File: src/rtl/multicycle_control_unit.sv
// Multi-cycle FETCH/EXEC/MEM/WB control FSM for the 8-bit CPU, with a BUSYWAIT timeout watchdog.
// Optional feature: define SHIFT_OPS_EN to decode opcodes 0C-0F as shift/rotate ALU ops.
module multicycle_control_unit #(
    parameter int OPCODE_W    = 8,
    parameter int ALUOP_W     = 3,
    parameter int MEM_TIMEOUT = 255
) (
    input  logic                clk,
    input  logic                reset,
    input  logic [OPCODE_W-1:0] opcode,
    input  logic                instr_valid,
    input  logic                busywait,
    output logic                writeenable,
    output logic [ALUOP_W-1:0]  aluop,
    output logic                alusrc,
    output logic                nemux,
    output logic                jump,
    output logic                branch,
    output logic                memread,
    output logic                memwrite,
    output logic                mem_to_reg,
    output logic                pc_update,
    output logic                illegal
);

    localparam int CNT_W = (MEM_TIMEOUT > 0) ? $clog2(MEM_TIMEOUT + 1) : 1;

    typedef enum logic [1:0] {FETCH, EXEC, MEM, WB} state_t;

    state_t           state, stateNext;
    logic [7:0]       opReg;
    logic             opBad;
    logic [CNT_W-1:0] memCount;
    logic             timeoutHit;

    logic       decWe, decSrc, decNeg, decJump, decBranch, decLoad, decStore, decIllegal;
    logic [2:0] decAlu;
    logic [2:0] aluop3;

    // Any set bit above the decoded byte makes the whole opcode illegal.
    always_ff @(posedge clk) begin
        if (reset) begin
            state    <= FETCH;
            opReg    <= '0;
            opBad    <= 1'b0;
            memCount <= '0;
        end else begin
            state <= stateNext;
            if (state == FETCH && instr_valid) begin
                opReg <= opcode[7:0];
                opBad <= ((opcode >> 8) != '0);
            end
            if (state == MEM && stateNext == MEM)
                memCount <= memCount + CNT_W'(1);
            else
                memCount <= '0;
        end
    end

    assign timeoutHit = (MEM_TIMEOUT != 0) && (memCount == CNT_W'(MEM_TIMEOUT));

    always_comb begin
        decWe      = 1'b0;
        decSrc     = 1'b0;
        decNeg     = 1'b0;
        decJump    = 1'b0;
        decBranch  = 1'b0;
        decLoad    = 1'b0;
        decStore   = 1'b0;
        decIllegal = 1'b0;
        decAlu     = 3'b000;
        if (opBad) begin
            decIllegal = 1'b1;
        end else begin
            case (opReg)
                8'h00: begin decWe = 1'b1; decSrc = 1'b1; decAlu = 3'b001; end
                8'h01: begin decWe = 1'b1; decSrc = 1'b1; decAlu = 3'b001; decNeg = 1'b1; end
                8'h02: begin decWe = 1'b1; decSrc = 1'b1; decAlu = 3'b010; end
                8'h03: begin decWe = 1'b1; decSrc = 1'b1; decAlu = 3'b011; end
                8'h04: begin decWe = 1'b1; decSrc = 1'b1; end
                8'h05: decWe = 1'b1;
                8'h06: decJump = 1'b1;
                8'h07: begin decBranch = 1'b1; decAlu = 3'b001; decNeg = 1'b1; decSrc = 1'b1; end
                8'h08: begin decLoad = 1'b1; decSrc = 1'b1; end
                8'h09: decLoad = 1'b1;
                8'h0A: begin decStore = 1'b1; decSrc = 1'b1; end
                8'h0B: decStore = 1'b1;
`ifdef SHIFT_OPS_EN
                8'h0C: begin decWe = 1'b1; decAlu = 3'b100; end
                8'h0D: begin decWe = 1'b1; decAlu = 3'b101; end
                8'h0E: begin decWe = 1'b1; decAlu = 3'b110; end
                8'h0F: begin decWe = 1'b1; decAlu = 3'b111; end
`endif
                default: decIllegal = 1'b1;
            endcase
        end
    end

    // Outputs follow state and the latched opcode; only the MEM exit also looks at busywait.
    always_comb begin
        stateNext   = state;
        writeenable = 1'b0;
        aluop3      = 3'b000;
        alusrc      = 1'b0;
        nemux       = 1'b0;
        jump        = 1'b0;
        branch      = 1'b0;
        memread     = 1'b0;
        memwrite    = 1'b0;
        mem_to_reg  = 1'b0;
        pc_update   = 1'b0;
        illegal     = 1'b0;
        case (state)
            FETCH: begin
                if (instr_valid)
                    stateNext = EXEC;
            end
            EXEC: begin
                if (decIllegal) begin
                    illegal   = 1'b1;
                    pc_update = 1'b1;
                    stateNext = FETCH;
                end else if (decLoad || decStore) begin
                    aluop3    = decAlu;
                    alusrc    = decSrc;
                    stateNext = MEM;
                end else begin
                    writeenable = decWe;
                    aluop3      = decAlu;
                    alusrc      = decSrc;
                    nemux       = decNeg;
                    jump        = decJump;
                    branch      = decBranch;
                    pc_update   = 1'b1;
                    stateNext   = FETCH;
                end
            end
            MEM: begin
                aluop3 = decAlu;
                alusrc = decSrc;
                if (timeoutHit) begin
                    illegal   = 1'b1;
                    pc_update = 1'b1;
                    stateNext = FETCH;
                end else begin
                    memread  = decLoad;
                    memwrite = decStore;
                    if (!busywait) begin
                        if (decLoad) begin
                            stateNext = WB;
                        end else begin
                            pc_update = 1'b1;
                            stateNext = FETCH;
                        end
                    end
                end
            end
            WB: begin
                writeenable = 1'b1;
                mem_to_reg  = 1'b1;
                pc_update   = 1'b1;
                stateNext   = FETCH;
            end
            default: stateNext = FETCH;
        endcase
    end

    assign aluop = ALUOP_W'(aluop3);

endmodule

File: config.mk
export PLATFORM = sky130hd
export DESIGN_NAME = multicycle_control_unit
export DESIGN_NICKNAME = d
export VERILOG_FILES = /design/src/rtl/multicycle_control_unit.sv
export SDC_FILE = /design/constraint.sdc
export NUM_CORES = 1
export LEC_CHECK = 0
export BUFFER_PORTS_ARGS = -buffer_cell sky130_fd_sc_hd__buf_4
export CORE_MARGIN = 10
export CORE_UTILIZATION = 48
export CTS_CLUSTER_DIAMETER = 30
export DETAILED_ROUTE_END_ITERATION = 8
export GPL_TIMING_DRIVEN = 0
export PLACE_DENSITY = 0.85
export SYNTH_ARGS = -nofsm -noshare
export SYNTH_HDL_FRONTEND = slang
export SYNTH_SLANG_ARGS = --single-unit
File: constraint.sdc
create_clock -name clk -period 1.7 [get_ports clk]
set_clock_uncertainty 0.15 [all_clocks]
set_input_delay 0.085 -clock clk [delete_from_list [all_inputs] [get_ports clk]]
set_output_delay 0.085 -clock clk [all_outputs]
set_load 0.01 [all_outputs]
==> impl_metrics.json, run 1 <==
{
  "grt_pass1_vias": 1288,
  "violations": "setup timing",
  "avgRoutedWirePerCell_um": 20.9,
  "place_hpwl_um": 2180,
  "grt_use_total_pct": 15.9,
  "layout-drive-gt1-share_pct": 51.6,
  "area_growth_pct": 61.5,
  "synthCells": 135,
  "maxCapViolations": 0,
  "wl_um": 4470,
  "grt.busiest_layer": "met2",
  "drt_first_iter_violations": 124,
  "portBuffers": 23,
  "cts_tree": "done",
  "die_y_um": 69.1,
  "most-common-layout-cells": "buf_4 (31), nand2_1 (18), a21oi_1 (14), nand3_1 (11), dfxtp_1 (11)",
  "clk_latency_ns": 0.30,
  "path_class": "flip-flop to output port",
  "dr.pass1.iters": 4,
  "grt_use_met1_pct": 19.9,
  "seq_area_frac_synth_pct": 31.2,
  "p_leak_nw": 0.712,
  "final_nets": 206,
  "crit_fanout": 2,
  "grt_max_degree": 11,
  "cp_top_family": "simple AND/OR/NAND/NOR gates",
  "crit_path_start": "opReg[4]",
  "avgSynthCellArea_um2": 8.55,
  "finalPower_mw": 2.51,
  "async_flop_share_pct": 0,
  "crit_path_top_delay_cell": "or3_4",
  "antenna_left": 0,
  "grt_setup_unrepaired": "yes",
  "power_density_mw_per_mm2": 1350,
  "status": "finished, violations left",
  "slowest_delay_ns": 0.39,
  "dieArea_mm2": 0.00477,
  "die_x_um": 69.1,
  "grt_pass1_wl_um": 6470,
  "min_from": "instr_valid",
  "rr_startpoint": "opReg[4]",
  "drcViolationCount": 0,
  "ys_warn_count": 0,
  "initial_utilization_pct": 51.2,
  "final_common_cell": "buf_4",
  "max_freq_mhz": 489,
  "via_per_inst": 6.07,
  "tns_ns": -4.49,
  "core_mm2": 0.00225,
  "hold_violations": 0,
  "clk_path_buf_depth": 2,
  "crit_arrival_ns": 1.81,
  "vias": 1299,
  "yosysUniqueCellTypes": 42,
  "critPathLaunchType": "flip-flop",
  "cp_cell_sequence": "nor4_4, nand2_2, or3_4, nor3b_2, buf_4",
  "rrSetupSlack_ns": -0.21,
  "ys.flop_type": "dfxtp_1",
  "synth_fp_nets": 153,
  "synth_seq_cells": 18,
  "grt_use_met3_pct": 2.00,
  "worst_setup_path_end_kind": "output port",
  "ir_drop_mv": 0.863,
  "cp_data_required_time_ns": 1.46,
  "antenna_found_initial": 0,
  "syn-cell-area_mm2": 0.00115,
  "post-synth-top-area-cell": "dfxtp_1",
  "setup_ws_ns": -0.347,
  "synth_enable_flop_cells": 0,
  "io_pins": 25,
  "critical_path_buf_inv_count": 1,
  "clock-sinks": 18,
  "grt-ovfl-total": 0,
  "ys_top_cells_by_area": "dfxtp_1 (31%), a21oi_1 (6.9%), ha_1 (6.5%), nand2_1 (6.5%), nor4b_2 (5.2%)",
  "htreeDepth": 1,
  "hp-class": "input port to flip-flop",
  "tritoncts.num_buffers": 3,
  "synth_top_area_share_pct": 31.2,
  "final_max_slew_viol_count": 0,
  "clk_transition_reported_paths_ns": 0.10,
  "grtUsageMet2_pct": 25.1,
  "std_cell_rows": 17,
  "layout_min_cycle_time_ns": 2.05,
  "place.gp.congestion": 0.874,
  "setup_violations": 21,
  "diodes": 0,
  "cts_root_buffer": "clkbuf_4",
  "fin_crit_sh_pct": 120
}
## final cells by class
class | count | area, um2
Buffer | 6 | 35.0
Clock buffer | 3 | 22.5
Fill cell | 108 | 389
Inverter | 4 | 20.0
Multi-Input combinational cell | 106 | 945
Sequential cell | 18 | 372
Tap cell | 28 | 35.0
Timing Repair Buffer | 49 | 437
## sequential cells by signal, summed over array words and instances (netlist names)
signal	cells
opReg	8
state	2
memCount	8
## per-layer routing
layer	wire length, um	up-vias
met5	0	-
met4	170	0
met3	324	14
met2	2190	85
met1	1780	614
li1	-	586
## cells in the mapped netlist (2+ instances only)
cell type  instances
clkbuf_1           2
dfxtp_1           18
nor2b_1            2
nor3b_1            2
nand2_1           20
nand3_1           11
xnor2_1            2
buf_2              2
o21ai_0            3
nor4b_2            4
nor3_1             6
and4_1             2
xor2_1             4
nand2b_1           2
nor2_1             4
and3b_2            2
a21oi_1           16
ha_1               6
inv_1              4
## cells by family after synthesis
| family | count (synthesis) | share of synthesized area (%) |
|---|---|---|
| adder cells (fa/ha/maj) | 6 | 6.50 |
| XOR/XNOR | 6 | 4.55 |
| flip-flops | 18 | 31.2 |
| buffers and inverters | 11 | 4.22 |
| AO/OA/AOI/OAI | 27 | 17.0 |
| AND/OR/NAND/NOR | 66 | 36.2 |
| other | 1 | 0.325 |
## stage by stage
stage / utilization (%) / instances / instance area (um2) / hold slack (ns) / worst slack [ns]
floorplan: - / 135 / 1160 / 0.0825 / 0.00248
global route: 82.7 / 214 / 1870 / 0.215 / -0.428
global placement: 60.6 / 186 / 1370 / 0.200 / -0.183
finish: 82.7 / 214 / 1870 / 0.196 / -0.347
detailed placement: 60.6 / 186 / 1370 / 0.208 / -0.240
CTS: 75.0 / 208 / 1690 / 0.0986 / -0.283
## final timing paths
path,endpoint,depth (start not counted)
setup / recovery,aluop[1],5
hold reg to reg,opReg[7],2
hold / removal,state[0],5
setup reg to reg,memCount[7],6
## power breakdown
| group | total, mW | switching (mW) | leakage, nW | internal [mW] |
|---|---|---|---|---|
| clock | 0.221 | 0.138 | 0.0138 | 0.0828 |
| sequential | 0.553 | 0.0627 | 0.150 | 0.490 |
| combinational | 1.74 | 0.920 | 0.548 | 0.821 |
## worst min-delay path, delay by kind of cell
kind / cells / cell delay [ns]
and+or+nand+nor: 2 / 0.23
AOI/OAI and AO/OA: 2 / 0.21
buffers and inverters: 1 / 0.09
## repair_timing
| item | CTS | global route |
|---|---|---|
| endpoints found under the hold margin | 16 | 0 |
| setup endpoints to repair | 21 | 29 |
| hold buffers | 9 | 0 |
| resized for setup | 35 | 27 |
| setup buffers | 13 | 7 |
| pin swaps | 14 | 14 |
Power figures use the tool's default switching activity.
==> run 2, diff against run 1 <==
==> config.mk (replaced) <==
export PLATFORM = sky130hd
export DESIGN_NAME = multicycle_control_unit
export DESIGN_NICKNAME = d
export VERILOG_FILES = /design/src/rtl/multicycle_control_unit.sv
export SDC_FILE = /design/constraint.sdc
export NUM_CORES = 1
export LEC_CHECK = 0
export CORE_MARGIN = 10
export CORE_UTILIZATION = 55
export CTS_CLUSTER_DIAMETER = 30
export DETAILED_ROUTE_END_ITERATION = 8
export DONT_BUFFER_PORTS = 1
export GPL_TIMING_DRIVEN = 0
export PLACE_DENSITY = 0.83
export SYNTH_ARGS = -nofsm -noshare
export SYNTH_HDL_FRONTEND = slang
export SYNTH_SLANG_ARGS = --single-unit
==> run 2 against run 1 <==
The run still ends with setup timing left. Sequential cell count is the same. Power is 3.4% higher. Register-to-register slack worse by 0.09 ns. Sequential share of layout area grew 1.2 points. Largest cell class unchanged.
==> impl_metrics.json, run 2 (synthesis gave the netlist of run 1 again) <==
{
  "status": "finished, violations left",
  "violations": "setup timing",
  "vias": 1311,
  "setup_ws_ns": -0.296,
  "antenna_found_initial": 0,
  "p_leak_nw": 0.651,
  "die_x_um": 65.8,
  "layout_min_cycle_time_ns": 2.00,
  "htreeDepth": 1,
  "crit_arrival_ns": 2.07,
  "avgRoutedWirePerCell_um": 25.6,
  "grt_use_met1_pct": 20.8,
  "fin_crit_sh_pct": 117,
  "worstMarginPinSlew_ns": 0.528,
  "dieArea_mm2": 0.00433,
  "maxCapViolations": 0,
  "most-common-layout-cells": "nand2_1 (16), buf_4 (13), a21oi_1 (11), nand3_1 (11)",
  "cts_tree": "done",
  "io_pins": 25,
  "die_y_um": 65.8,
  "crit_fanout": 5,
  "clock-sinks": 18,
  "core_mm2": 0.00198,
  "grt.busiest_layer": "met2",
  "slew_headroom_pct": 64.8,
  "reg_top3": "memCount: 8 flops, opReg: 8 flops, state: 2 flops",
  "final_nets": 186,
  "utilization_pct": 91.7,
  "diodes": 0,
  "cts_root_buffer": "clkbuf_4",
  "ir_drop_mv": 1.23,
  "portBuffers": 0,
  "std_cell_rows": 16,
  "grt_use_total_pct": 17.8,
  "grtUsageMet2_pct": 29.6,
  "nFillCells": 70,
  "via_per_inst": 6.76,
  "worst_setup_path_end_kind": "flip-flop",
  "grt_setup_unrepaired": "yes",
  "place_hpwl_um": 2010,
  "grt_pass1_wl_um": 6130,
  "hp-class": "input port to flip-flop",
  "power_density_mw_per_mm2": 1430,
  "place.gp.congestion": 0.861,
  "dp_cells": 162,
  "setup_violations": 20,
  "clk_transition_reported_paths_ns": 0.11,
  "clk_path_buf_depth": 2,
  "tritoncts.num_buffers": 3,
  "crit_path_top_delay_cell": "dfxtp_2",
  "dr.pass1.iters": 5,
  "clk_latency_ns": 0.30,
  "drt_first_iter_violations": 153,
  "area_growth_pct": 57.3,
  "tns_ns": -4.09,
  "antenna_left": 0,
  "grt_pass1_vias": 1240,
  "final_max_slew_viol_count": 0,
  "layout-drive-gt1-share_pct": 53.3,
  "initial_utilization_pct": 58.3,
  "cp_data_required_time_ns": 1.78,
  "path_class": "flip-flop to flip-flop",
  "grt-ovfl-total": 0,
  "critPathLaunchType": "flip-flop",
  "finalPower_mw": 2.60,
  "layout.cells.non_filler": 194,
  "final_common_cell": "nand2_1",
  "grt_use_met3_pct": 3.05,
  "cp_cell_sequence": "nor4_4, buf_4, buf_6, and3b_2, a221oi_4, buf_12, nor4b_4",
  "wl_um": 4970,
  "slowest_delay_ns": 0.35,
  "max_freq_mhz": 501,
  "drcViolationCount": 0,
  "grt_max_degree": 11,
  "hold_violations": 0
}
[run 2: cell types whose count changed in the layout (fill, tap and decap cells not counted), moves of 2 or more]
cell,before,now
buf_4,31,13
dfxtp_2,6,10
a21oi_4,0,2
dfxtp_4,1,3
dfxtp_1,11,5
buf_6,9,4
nand2_1,18,16
a21oi_1,14,11
[run 2: layout make-up]
cell class	count	area (um2)	area share [%]
Inverter	4	22.5	1.24
Timing Repair Buffer	29	300	16.5
Sequential cell	18	384	21.1
Buffer	6	35.0	1.93
Multi-Input combinational cell	106	1000	55.3
Clock buffer	4	36.3	2.00
Tap cell	27	33.8	1.86
[run 2: metrics by stage]
step | hold slack, ns | cell area (um2) | worst slack [ns]
floorplan | 0.0825 | 1160 | 0.00248
global placement | 0.0854 | 1190 | -0.183
detailed placement | 0.0913 | 1190 | -0.256
CTS | 0.00344 | 1650 | -0.191
global route | 0.0751 | 1820 | -0.359
finish | 0.0579 | 1820 | -0.296
[run 2: power by group]
| group | internal, mW | total [mW] | switching, mW |
|---|---|---|---|
| combinational | 0.780 | 1.76 | 0.984 |
| clock | 0.131 | 0.269 | 0.138 |
| sequential | 0.496 | 0.568 | 0.0715 |
[run 2: per-layer routing]
layer	share of wire (%)	up-vias
met4	5.9	0
li1	-	552
met1	39	606
met2	44	117
met3	11	36
met5	0	-
[run 2: worst max-delay path, delay by kind of cell (launching register included)]
kind / cells / cell delay, ns
buf+inv: 3 / 0.50
compound gates: 1 / 0.10
flops: 1 / 0.35
simple gates: 3 / 0.82
[run 2: final timing paths]
kind	start	to	slack [ns]	cells after the start
max	opReg[4]	memCount[6]	-0.30	7
min	busywait	state[0]	0.06	3
max reg2reg	opReg[4]	memCount[6]	-0.30	7
min reg2reg	opReg[6]	opReg[6]	0.33	2
[run 2: timing repair]
item	in CTS	in global routing
hold endpoints to repair	16	0
setup endpoints to repair	28	28
gates cloned	0	1
pin swaps	16	13
hold buffers	10	0
buffers inserted	12	6
resized for setup	53	26
==> run 3, diff against run 2 <==
--- a/config.mk
+++ b/config.mk
@@ -10,7 +10,6 @@
 export CTS_CLUSTER_DIAMETER = 30
 export DETAILED_ROUTE_END_ITERATION = 8
 export DONT_BUFFER_PORTS = 1
-export GPL_TIMING_DRIVEN = 0
 export PLACE_DENSITY = 0.83
 export SYNTH_ARGS = -nofsm -noshare
 export SYNTH_HDL_FRONTEND = slang
==> run 3 against run 2 <==
The run ends with hold timing, setup timing left. Non-clock buffer count rose by 9. Die area did not move. Global-route usage rose by 2.3 points. Sequential power fell by 2%. First-iteration DRC count rose by 25%. Wire length rose by 7.2%. Via count rose by 7.8%.
==> impl_metrics.json, run 3 (synthesis gave the netlist of run 1 again) <==
{
  "status": "finished, violations left",
  "violations": "hold timing, setup timing",
  "io_pins": 25,
  "fin_crit_sh_pct": 125,
  "cts_root_buffer": "clkbuf_4",
  "initial_utilization_pct": 58.3,
  "worstMarginPinSlew_ns": 0.568,
  "dpl-instance-area_mm2": 0.00138,
  "reg_top3": "memCount: 8 flops, opReg: 8 flops, state: 2 flops",
  "final_common_cell": "buf_4",
  "grt_use_met1_pct": 22.7,
  "dr.pass1.iters": 5,
  "portBuffers": 0,
  "cts_tree": "done",
  "layout_min_cycle_time_ns": 2.13,
  "ir_drop_mv": 1.39,
  "grt-ovfl-total": 0,
  "clock-sinks": 18,
  "avgRoutedWirePerCell_um": 26.4,
  "grt.busiest_layer": "met2",
  "clk_latency_ns": 0.30,
  "htreeDepth": 1,
  "place_hpwl_um": 2510,
  "maxCapViolations": 0,
  "max_freq_mhz": 470,
  "final_area_mm2": 0.00186,
  "tritoncts.num_buffers": 3,
  "hp-class": "input port to flip-flop",
  "grt_pass1_wl_um": 6760,
  "critPathLaunchType": "flip-flop",
  "crit_arrival_ns": 1.89,
  "std_cell_rows": 16,
  "power_density_mw_per_mm2": 1470,
  "holdWs_ns": -0.0176,
  "slew_headroom_pct": 62.0,
  "worst_setup_path_end_kind": "output port",
  "most-common-layout-cells": "buf_4 (26), nand2_1 (16), dfxtp_1 (13), nand3_1 (11)",
  "clk_transition_reported_paths_ns": 0.10,
  "grtUsageMet2_pct": 33.3,
  "cp_data_required_time_ns": 1.46,
  "drt_first_iter_violations": 191,
  "place.gp.congestion": 0.808,
  "layout.cells.non_filler": 202,
  "setup_violations": 21,
  "final_nets": 195,
  "die_y_um": 65.8,
  "grt_use_total_pct": 20.2,
  "dp_cells": 181,
  "hold_violations": 1,
  "diodes": 0,
  "antenna_left": 0,
  "core_mm2": 0.00198,
  "layout-drive-gt1-share_pct": 52.0,
  "path_class": "flip-flop to output port",
  "grt_pass1_vias": 1300,
  "area_growth_pct": 61.4,
  "grt_setup_unrepaired": "yes",
  "dieArea_mm2": 0.00433,
  "grt_use_met3_pct": 5.25,
  "grt_max_degree": 12,
  "vias": 1413,
  "nFillCells": 62,
  "setup_ws_ns": -0.429,
  "crit_fanout": 5,
  "utilization_pct": 94.1,
  "clk_path_buf_depth": 2,
  "via_per_inst": 7.00,
  "p_leak_nw": 0.730,
  "antenna_found_initial": 0,
  "final_max_slew_viol_count": 0,
  "die_x_um": 65.8,
  "wl_um": 5330,
  "drcViolationCount": 0
}
==> run 3: routing by layer <==
layer / vias up / share of wire (%)
li1: 566 / -
met1: 661 / 34
met2: 140 / 48
met3: 46 / 12
met4: 0 / 6.9
met5: - / 0
==> run 3: timing repair <==
item / CTS / global route
setup buffers: 5 / 7
setup endpoints to repair: 17 / 29
pin swaps: 15 / 15
hold endpoints to repair: 15 / 0
gates resized for setup: 43 / 25
hold buffers: 10 / 0
==> run 3: report_power, final <==
group | leakage, nW | total (mW) | internal, mW | switching, mW
Clock | 0.0138 | 0.220 | 0.0829 | 0.137
Sequential | 0.149 | 0.558 | 0.486 | 0.0716
Combinational | 0.568 | 1.96 | 0.906 | 1.05
Total | 0.730 | 2.74 | 1.47 | 1.26
==> run 3: worst max-delay path, cell delays in order (launching register included) <==
cell and delay, ns:
dfxtp_2 0.35, nor4_4 0.41, nand2_1 0.17, or3_4 0.43, nor3b_4 0.23
==> run 3: area by class of cell <==
| class | count | area (um2) | area share [%] |
|---|---|---|---|
| clock buffers | 3 | 22.5 | 1.21 |
| inverters | 4 | 15.0 | 0.805 |
| multi-input cells | 106 | 1020 | 54.9 |
| flip-flops and latches | 18 | 367 | 19.7 |
| well taps | 27 | 33.8 | 1.81 |
| repair buffers | 44 | 403 | 21.6 |
==> run 3: through the flow <==
stage          total power, mW  TNS, ns  worst slack, ns
2_1_floorplan             1.20        0          0.00248
3_3_place_gp              1.66        0           0.0254
3_5_place_dp              1.73   -0.170          -0.0821
4_1_cts                   2.23    -2.49           -0.341
5_1_grt                   2.82    -5.34           -0.487
6_report                  2.74    -4.52           -0.429
==> run 3: worst paths after layout <==
path	from	endpoint	slack, ns	depth (start not counted)
worst max-delay path	opReg[5]	aluop[1]	-0.43	4
worst min-delay path	busywait	state[0]	-0.02	3
worst max register to register	opReg[5]	memCount[5]	-0.25	6
worst min register to register	opReg[2]	opReg[2]	0.39	2
